**config.mk**
```make
export PLATFORM = sky130hd
export DESIGN_NAME = w4823_fir_coef_loader
export DESIGN_NICKNAME = d
export VERILOG_FILES = /design/src/rtl/w4823_fir_pkg.sv /design/src/rtl/w4823_fir_coef_loader.sv
export SDC_FILE = /design/constraint.sdc
export NUM_CORES = 1
export LEC_CHECK = 0
export BUFFER_PORTS_ARGS = -buffer_cell sky130_fd_sc_hd__buf_2
export CAP_MARGIN = 25
export CORE_ASPECT_RATIO = 1.1
export CORE_MARGIN = 3
export CORE_UTILIZATION = 53
export CTS_CLUSTER_DIAMETER = 60
export DETAILED_ROUTE_END_ITERATION = 16
export HOLD_SLACK_MARGIN = 0.05
export PLACE_DENSITY_LB_ADDON = 0.1
export SLEW_MARGIN = 20
export SYNTH_ARGS = -nofsm -noshare
export SYNTH_HDL_FRONTEND = slang
export SYNTH_SLANG_ARGS = --single-unit
```
**constraint.sdc**
```tcl
create_clock -name clk1 -period 2.3 [get_ports clk1]
set_input_delay 0.115 -clock clk1 [delete_from_list [all_inputs] [get_ports clk1]]
set_output_delay 0.115 -clock clk1 [all_outputs]
set_load 0.1 [all_outputs]
```
**src/rtl/w4823_fir_pkg.sv**
```systemverilog
// Shared FIR coefficient-path constants and the coefficient-loader state encoding.
package w4823_fir_pkg;

    localparam int unsigned NTAPS = 64;
    localparam int unsigned AW    = 6;
    localparam int unsigned DW    = 16;

    typedef enum logic [2:0] {
        ST_IDLE   = 3'd0,
        ST_LOAD   = 3'd1,
        ST_MIRROR = 3'd2,
        ST_FIN    = 3'd3,
        ST_ERR    = 3'd4
    } state_t;

endpackage

```
**src/rtl/w4823_fir_coef_loader.sv**
```systemverilog
// Streams a burst of FP16 coefficients into the FIR tap store over cin/caddr/cload,
// optionally duplicating each write to its mirror tap for linear-phase filters.
module w4823_fir_coef_loader
    import w4823_fir_pkg::*;
(
    input  logic          clk1,
    input  logic          rst_n,
    input  logic          start,
    input  logic [AW-1:0] base,
    input  logic [AW:0]   count,
    input  logic          sym,
    input  logic          abort,
    input  logic [DW-1:0] s_data,
    input  logic          s_valid,
    output logic          s_ready,
    output logic [DW-1:0] cin,
    output logic [AW-1:0] caddr,
    output logic          cload,
    output logic          busy,
    output logic          done,
    output logic          err
);

    state_t        state, state_d;
    logic [AW-1:0] addr, addr_d;
    logic [AW:0]   rem, rem_d;
    logic          sym_q, sym_d;
    logic [DW-1:0] cin_d;
    logic [AW-1:0] caddr_d;
    logic          cload_d, busy_d, done_d, err_d;
    logic [AW+1:0] span, limit;
    logic          legal, accept;

    // Command must fit entirely inside the store (half of it when mirrored).
    assign span   = (AW+2)'(base) + (AW+2)'(count);
    assign limit  = sym ? (AW+2)'(NTAPS / 2) : (AW+2)'(NTAPS);
    assign legal  = (count != '0) && (count <= (AW+1)'(NTAPS)) && (span <= limit);

    assign s_ready = (state == ST_LOAD) && !abort;
    assign accept  = s_valid && s_ready;

    always_ff @(posedge clk1 or negedge rst_n) begin
        if (!rst_n) begin
            state <= ST_IDLE;
        end else begin
            state <= state_d;
        end
    end

    always_comb begin
        state_d = state;
        addr_d  = addr;
        rem_d   = rem;
        sym_d   = sym_q;
        cin_d   = cin;
        caddr_d = caddr;
        cload_d = 1'b0;
        err_d   = err;

        case (state)
            ST_IDLE: begin
                if (start) begin
                    if (legal) begin
                        state_d = ST_LOAD;
                        addr_d  = base;
                        rem_d   = count;
                        sym_d   = sym;
                        err_d   = 1'b0;
                    end else begin
                        state_d = ST_ERR;
                        err_d   = 1'b1;
                    end
                end
            end
            ST_LOAD: begin
                if (abort) begin
                    state_d = ST_IDLE;
                end else if (accept) begin
                    cload_d = 1'b1;
                    caddr_d = addr;
                    cin_d   = s_data;
                    addr_d  = addr + AW'(1);
                    rem_d   = rem - (AW+1)'(1);
                    if (sym_q) begin
                        state_d = ST_MIRROR;
                    end else if (rem == (AW+1)'(1)) begin
                        state_d = ST_FIN;
                    end
                end
            end
            ST_MIRROR: begin
                if (abort) begin
                    state_d = ST_IDLE;
                end else begin
                    // Mirror tap reuses the coefficient still held on cin.
                    cload_d = 1'b1;
                    caddr_d = AW'(NTAPS - 1) - caddr;
                    state_d = (rem == '0) ? ST_FIN : ST_LOAD;
                end
            end
            ST_FIN:  state_d = ST_IDLE;
            ST_ERR:  state_d = ST_IDLE;
            default: state_d = ST_IDLE;
        endcase

        busy_d = (state_d == ST_LOAD) || (state_d == ST_MIRROR) || (state_d == ST_FIN);
        done_d = (state == ST_FIN) || (state_d == ST_ERR);
    end

    always_ff @(posedge clk1 or negedge rst_n) begin
        if (!rst_n) begin
            addr  <= '0;
            rem   <= '0;
            sym_q <= 1'b0;
            cin   <= '0;
            caddr <= '0;
            cload <= 1'b0;
            busy  <= 1'b0;
            done  <= 1'b0;
            err   <= 1'b0;
        end else begin
            addr  <= addr_d;
            rem   <= rem_d;
            sym_q <= sym_d;
            cin   <= cin_d;
            caddr <= caddr_d;
            cload <= cload_d;
            busy  <= busy_d;
            done  <= done_d;
            err   <= err_d;
        end
    end

endmodule

```
; ---- Word-level counts from Yosys, hierarchy flattened
; Cells that the tools add are included.
; W data, S select, Z words.
[totals]
ff_bits = 43
input_bits = 35
[classes]
addsub = 4
n_lt_le_gt_ge = 2
n_eq_ne = 13
muxes = 29
n_bitwise = 1
reduce_logical = 18
[ops]
columns = operator, n
row1 = $mux W6, 7
row2 = $mux W7, 5
row3 = $pmux W6 S2, 2
row4 = $mux W3, 6
row5 = $pmux W7 S2, 1
row6 = $eq A3 B2 Y1 const B, 4
row7 = $ne A2 B2 Y1 const B, 5
row8 = $pmux W3 S3, 1
row9 = $add A6 B7 Y8, 1
row10 = $le A8 B7 Y1, 1
row11 = $eq A7 B1 Y1 const B, 1
row12 = $le A7 B7 Y1 const B, 1
row13 = $logic_not A7 Y1, 1
row14 = $reduce_bool A7 Y1, 1
row15 = $sub A7 B1 Y7 const B, 1
row16 = $add A6 B1 Y6 const B, 1
row17 = $eq A3 B1 Y1 const B, 2
row18 = $reduce_and A3 Y1, 2
row19 = $sub A6 B6 Y6 const A, 1
row20 = $reduce_and A5 Y1, 1
row21 = $logic_and A1 B1 Y1, 4
row22 = $mux W1, 4
row23 = $mux W2, 2
row24 = $reduce_and A4 Y1, 1
row25 = 8 further kinds, 11

; ---- Logic depth before layout (Yosys ltp)
[depth]
word_depth = 9
mapped_depth = 15
mapped_depth_nobuf = 14

; ---- Least setup slack after synthesis
; Ideal clock, no wire load.
[synth_path]
path_kind = input to register
start = input base[0]
end = register sym_q
setup_ns = 0.125
arrival_time_ns = 2.685
path_slack_ns = -0.510
path_stages = 14
n_path_buf = 0
cell_sequence = ha_1 -> fa_1 -> nand3_1 -> a21boi_0 -> o21a_1 -> nor2_1 -> xnor2_1 -> ha_1 -> nand2_1 -> nor4_1 -> o21ai_0 -> a211oi_2 -> nand3_1 -> mux2_2
[synth_via]
elab_chain_len = 4
[synth_lines]
columns = item, line_no
row1 = start: declaration, w4823_fir_coef_loader.sv:9  ; input logic [AW-1:0] base,
row2 = $add A6 B7 Y8, w4823_fir_coef_loader.sv:35  ; assign span = (AW+2)'(base) + (AW+2)'(count);
row3 = $le A8 B7 Y1, w4823_fir_coef_loader.sv:37  ; assign legal = (count != '0) && (count <= (AW+1)'(NTAPS)) && (span <= limit);
row4 = $logic_and A1 B1 Y1, w4823_fir_coef_loader.sv:37
row5 = $reduce_and A3 Y1 (no line), n/a
row6 = end signal: assignment, w4823_fir_coef_loader.sv:124  ; sym_q <= sym_d;
row7 = end: declaration, w4823_fir_coef_loader.sv:27  ; logic sym_q, sym_d;
; No other way between the ends.
; A chain may end at the register's enable or synchronous reset.

; ---- Worst setup path in the final report
[layout_path]
start = input count[0]
end = register addr[0]
[layout_via]
elab_chain_len = 5
word_cells_on_any_way = 8
cone_classes = add/sub: 1 / order compare: 2 / eq/ne: 1 / reduce/logical: 4
[layout_lines]
columns = item, line_no
row1 = start: declaration, w4823_fir_coef_loader.sv:10  ; input logic [AW:0] count,
row2 = "$add A6 B7 Y8, or another cell as far along", w4823_fir_coef_loader.sv:35
row3 = $le A8 B7 Y1 or $logic_and A1 B1 Y1 (tied branches), w4823_fir_coef_loader.sv:37
row4 = $logic_and A1 B1 Y1 (*), w4823_fir_coef_loader.sv:37
row5 = $ne A2 B2 Y1 (no line) (*), n/a
row6 = $reduce_and A5 Y1 (no line) (*), n/a
row7 = end signal: assignment, w4823_fir_coef_loader.sv:122  ; addr <= addr_d;
row8 = end: declaration, w4823_fir_coef_loader.sv:25  ; logic [AW-1:0] addr, addr_d;
; Mark *: on every way between the ends. The rest lies on a longest branch, timed or not.

==> flow_summary.json <==
{
  "final-hold-violation-count": 0,
  "final_cell_mix": "buf_2 (59), dfrtp_1 (43), buf_4 (33)",
  "die_w_um": 70.5,
  "p_leak_nw": 1.62,
  "clock_skew_ns": 0.00319,
  "crit_family": "compound AO/OA/AOI/OAI gates",
  "final_nets": 403,
  "place_hpwl_um": 4400,
  "synth_warnings": 0,
  "cts_root_buf": "clkbuf_8",
  "clock.fmax_ghz": 0.393,
  "drive_above_1_share_pct": 43.7,
  "cp_num_buf_inv": 2,
  "rsz0062_at_grt": "yes",
  "use_met3_pct": 4.46,
  "portBuffers": 61,
  "grt_pass1_wl_um": 10300,
  "startpoint": "count[0]",
  "antennaDiodeCount": 0,
  "synth_edf_count": 0,
  "crit_fanout": 7,
  "syn2layout_area_growth_pct": 43.3,
  "layout_min_cycle_time_ns": 2.54,
  "endpoint": "addr[0]$_DFFE_PN0P_",
  "synth_ff_type": "dfrtp_1",
  "yosysUniqueCellTypes": 46,
  "antenna_found_initial": 0,
  "grt_max_degree": 44,
  "top_usage_layer": "met2",
  "hold_class": "primary input to flip-flop",
  "cp.depth": 16,
  "cts_made_buffers": 5,
  "drv_slew": 0,
  "first_iter_violations": 126,
  "cts_tree": "done",
  "cp_cell_sequence": "buf_8 > ha_4 > fa_2 > nand3_2 > a21boi_2 > o21a_1 > nor2_2 > xnor2_1 > ha_1 > nand2_1 > nor4_2 > o21ai_2 > a221oi_2 > buf_4 > nand2_1 > a22o_1",
  "routed_via_density": 5.68,
  "use_met2_pct": 42.3,
  "clock_path_buffers": 2,
  "cpMostUsedCell": "nand2_1",
  "drtPass1Iterations": 4,
  "avgRoutedWirePerCell_um": 15.7,
  "ir_worst_vdd_v": 0.000907,
  "slew_headroom_pct": 56.3,
  "worstPathRequired_ns": 2.49,
  "die-height_um": 76.9,
  "worst_slack_ns": -0.243,
  "synth.area.top_cells": "dfrtp_1 (44%), mux2_2 (7.9%), a21oi_1 (7.4%), ha_1 (5.7%), o21ai_0 (3.5%)",
  "min_period_over_period_pct": 111,
  "r2r_start": "state[2]$_DFF_PN0_",
  "via_count": 2336,
  "gp_congestion": 0.847,
  "r2r_cells": 6,
  "cap_violations": 0,
  "grt_pass1_vias": 2251,
  "crit_type": "primary input to flip-flop",
  "ys_ff_latch": 43,
  "crit_path_end_kind": "flip-flop",
  "ys_seq_area_share_pct": 44.4,
  "timing.rr.end": "addr[0]$_DFFE_PN0P_",
  "powerDensity_nw_per_um2": 1290,
  "finalSetupViolations": 19,
  "insertion_delay_ns": 0.30,
  "syn_nets": 291,
  "syn_inst": 244,
  "async_flop_share_pct": 100,
  "critPathLaunchType": "primary input",
  "rows": 25,
  "grt-ovfl-total": 0,
  "outcome": "finished, violations left",
  "ios": 62,
  "synth_top_area_share_pct": 44.4,
  "dp_slack_ns": -0.684,
  "violations": "negative setup slack",
  "drc": 0,
  "synth.avg_cell_area_sq_um": 9.93,
  "r2r_slack_ns": 0.28,
  "cts_sinks": 43,
  "track_usage_pct": 23.8,
  "power_mw": 4.47,
  "postRouteAntennaNets": 0,
  "arrival_ns": 2.74,
  "coreArea_sq_um": 4350,
  "synth_largest_area_cell": "dfrtp_1",
  "cts.clk_slew.worst_paths_ns": 0.08,
  "layout_commonest_cell": "buf_2",
  "cpMaxStageDelayCell": "fa_2",
  "max_stage_delay_ns": 0.35,
  "tightestPinTransition_ns": 0.653,
  "use_met1_pct": 28.2,
  "htreeDepth": 2,
  "die-area_sq_um": 5420,
  "final_util_pct": 79.9,
  "syn_area_sq_um": 2420,
  "drt-total-wl_um": 6450,
  "start_util_pct": 55.7
}
[area by class of cell]
cell class	instances	area, sq um
well taps	54	67.6
flip-flops and latches	43	1080
repair buffers	113	777
multi-input cells	188	1420
clock buffers	5	68.8
clock inverters	3	43.8
fillers	285	876
inverters	5	18.8
[kinds of logic after synthesis]
family,synth area share [%]
compound gates,19.1
simple gates,15.9
flops,44.4
mux,10.4
buf+inv,2.63
fa+ha+maj,6.50
xor+xnor,1.08
[worst reg2reg max path: cells and delay by family (launching register included)]
family	cells	cell delay, ns
buffers and inverters	1	0.15
flip-flops	1	0.48
AO/OA/AOI/OAI	2	0.26
AND/OR/NAND/NOR	3	1.02
[worst min-delay path by stage]
stage                     from  slack [ns]  depth (start not counted)                  end
finish               s_data[9]        0.06                          2   cin[9]$_DFFE_PN0P_
global route         s_data[9]        0.05                          2   cin[9]$_DFFE_PN0P_
CTS                 s_data[14]        0.05                          2  cin[14]$_DFFE_PN0P_
detailed placement       rst_n        0.31                          1   state[0]$_DFF_PN0_
global placement         rst_n        0.31                          1       busy$_DFF_PN0_
floorplan                rst_n       -0.18                          0  addr[0]$_DFFE_PN0P_
[registers in the layout, summed over array words and instances, names as in the netlist]
signal / count
cin: 16
rem: 7
addr: 6
caddr: 6
state: 3
busy: 1
cload: 1
done: 1
err: 1
sym_q: 1
[metrics by stage]
step	area [sq um]	cells	hold slack (ns)	setup TNS, ns
global route	3470	411	0.0542	-7.02
detailed placement	2980	378	0.313	-10.68
global placement	2980	378	0.315	-8.88
finish	3470	411	0.0576	-3.59
floorplan	2450	244	-0.181	-5.19
CTS	3380	407	0.0506	-3.70
[timing repair]
action | 4_1_cts | 5_1_grt
hold endpoints to repair | 56 | 1
gates cloned | 1 | 0
endpoints found under the setup margin | 19 | 19
resized for setup | 24 | 10
hold buffers | 14 | 1
buffers inserted | 6 | 3
pin swaps | 19 | 3
[power breakdown]
| group | leakage [nW] | switching, mW | internal [mW] | total (mW) |
|---|---|---|---|---|
| Combinational | 1.03 | 1.91 | 0.640 | 2.55 |
| Sequential | 0.537 | 0.255 | 1.06 | 1.32 |
| Clock | 0.0581 | 0.278 | 0.324 | 0.602 |
[cells in the mapped netlist (2+ instances only)]
library cell / instances
dfrtp_1: 43
a21oi_1: 36
nand2_1: 19
mux2_2: 17
o21ai_0: 17
nor2_1: 14
ha_1: 11
nand3_1: 10
a31oi_1: 7
clkbuf_1: 6
mux2i_1: 6
inv_1: 5
nor3_1: 5
nand2b_1: 4
and2_1: 3
a21boi_0: 2
and3b_1: 2
buf_6: 2
nor2b_1: 2
nor4_1: 2
o22ai_1: 2
o2bb2ai_1: 2
or3_1: 2
or3b_2: 2
xor2_1: 2
[per-layer routing]
layer,vias up,routed length (um)
met5,-,0
li1,1124,-
met3,13,278
met1,1128,2650
met4,0,144
met2,71,3370
Note: power is estimated with default switching activity, not from simulation.
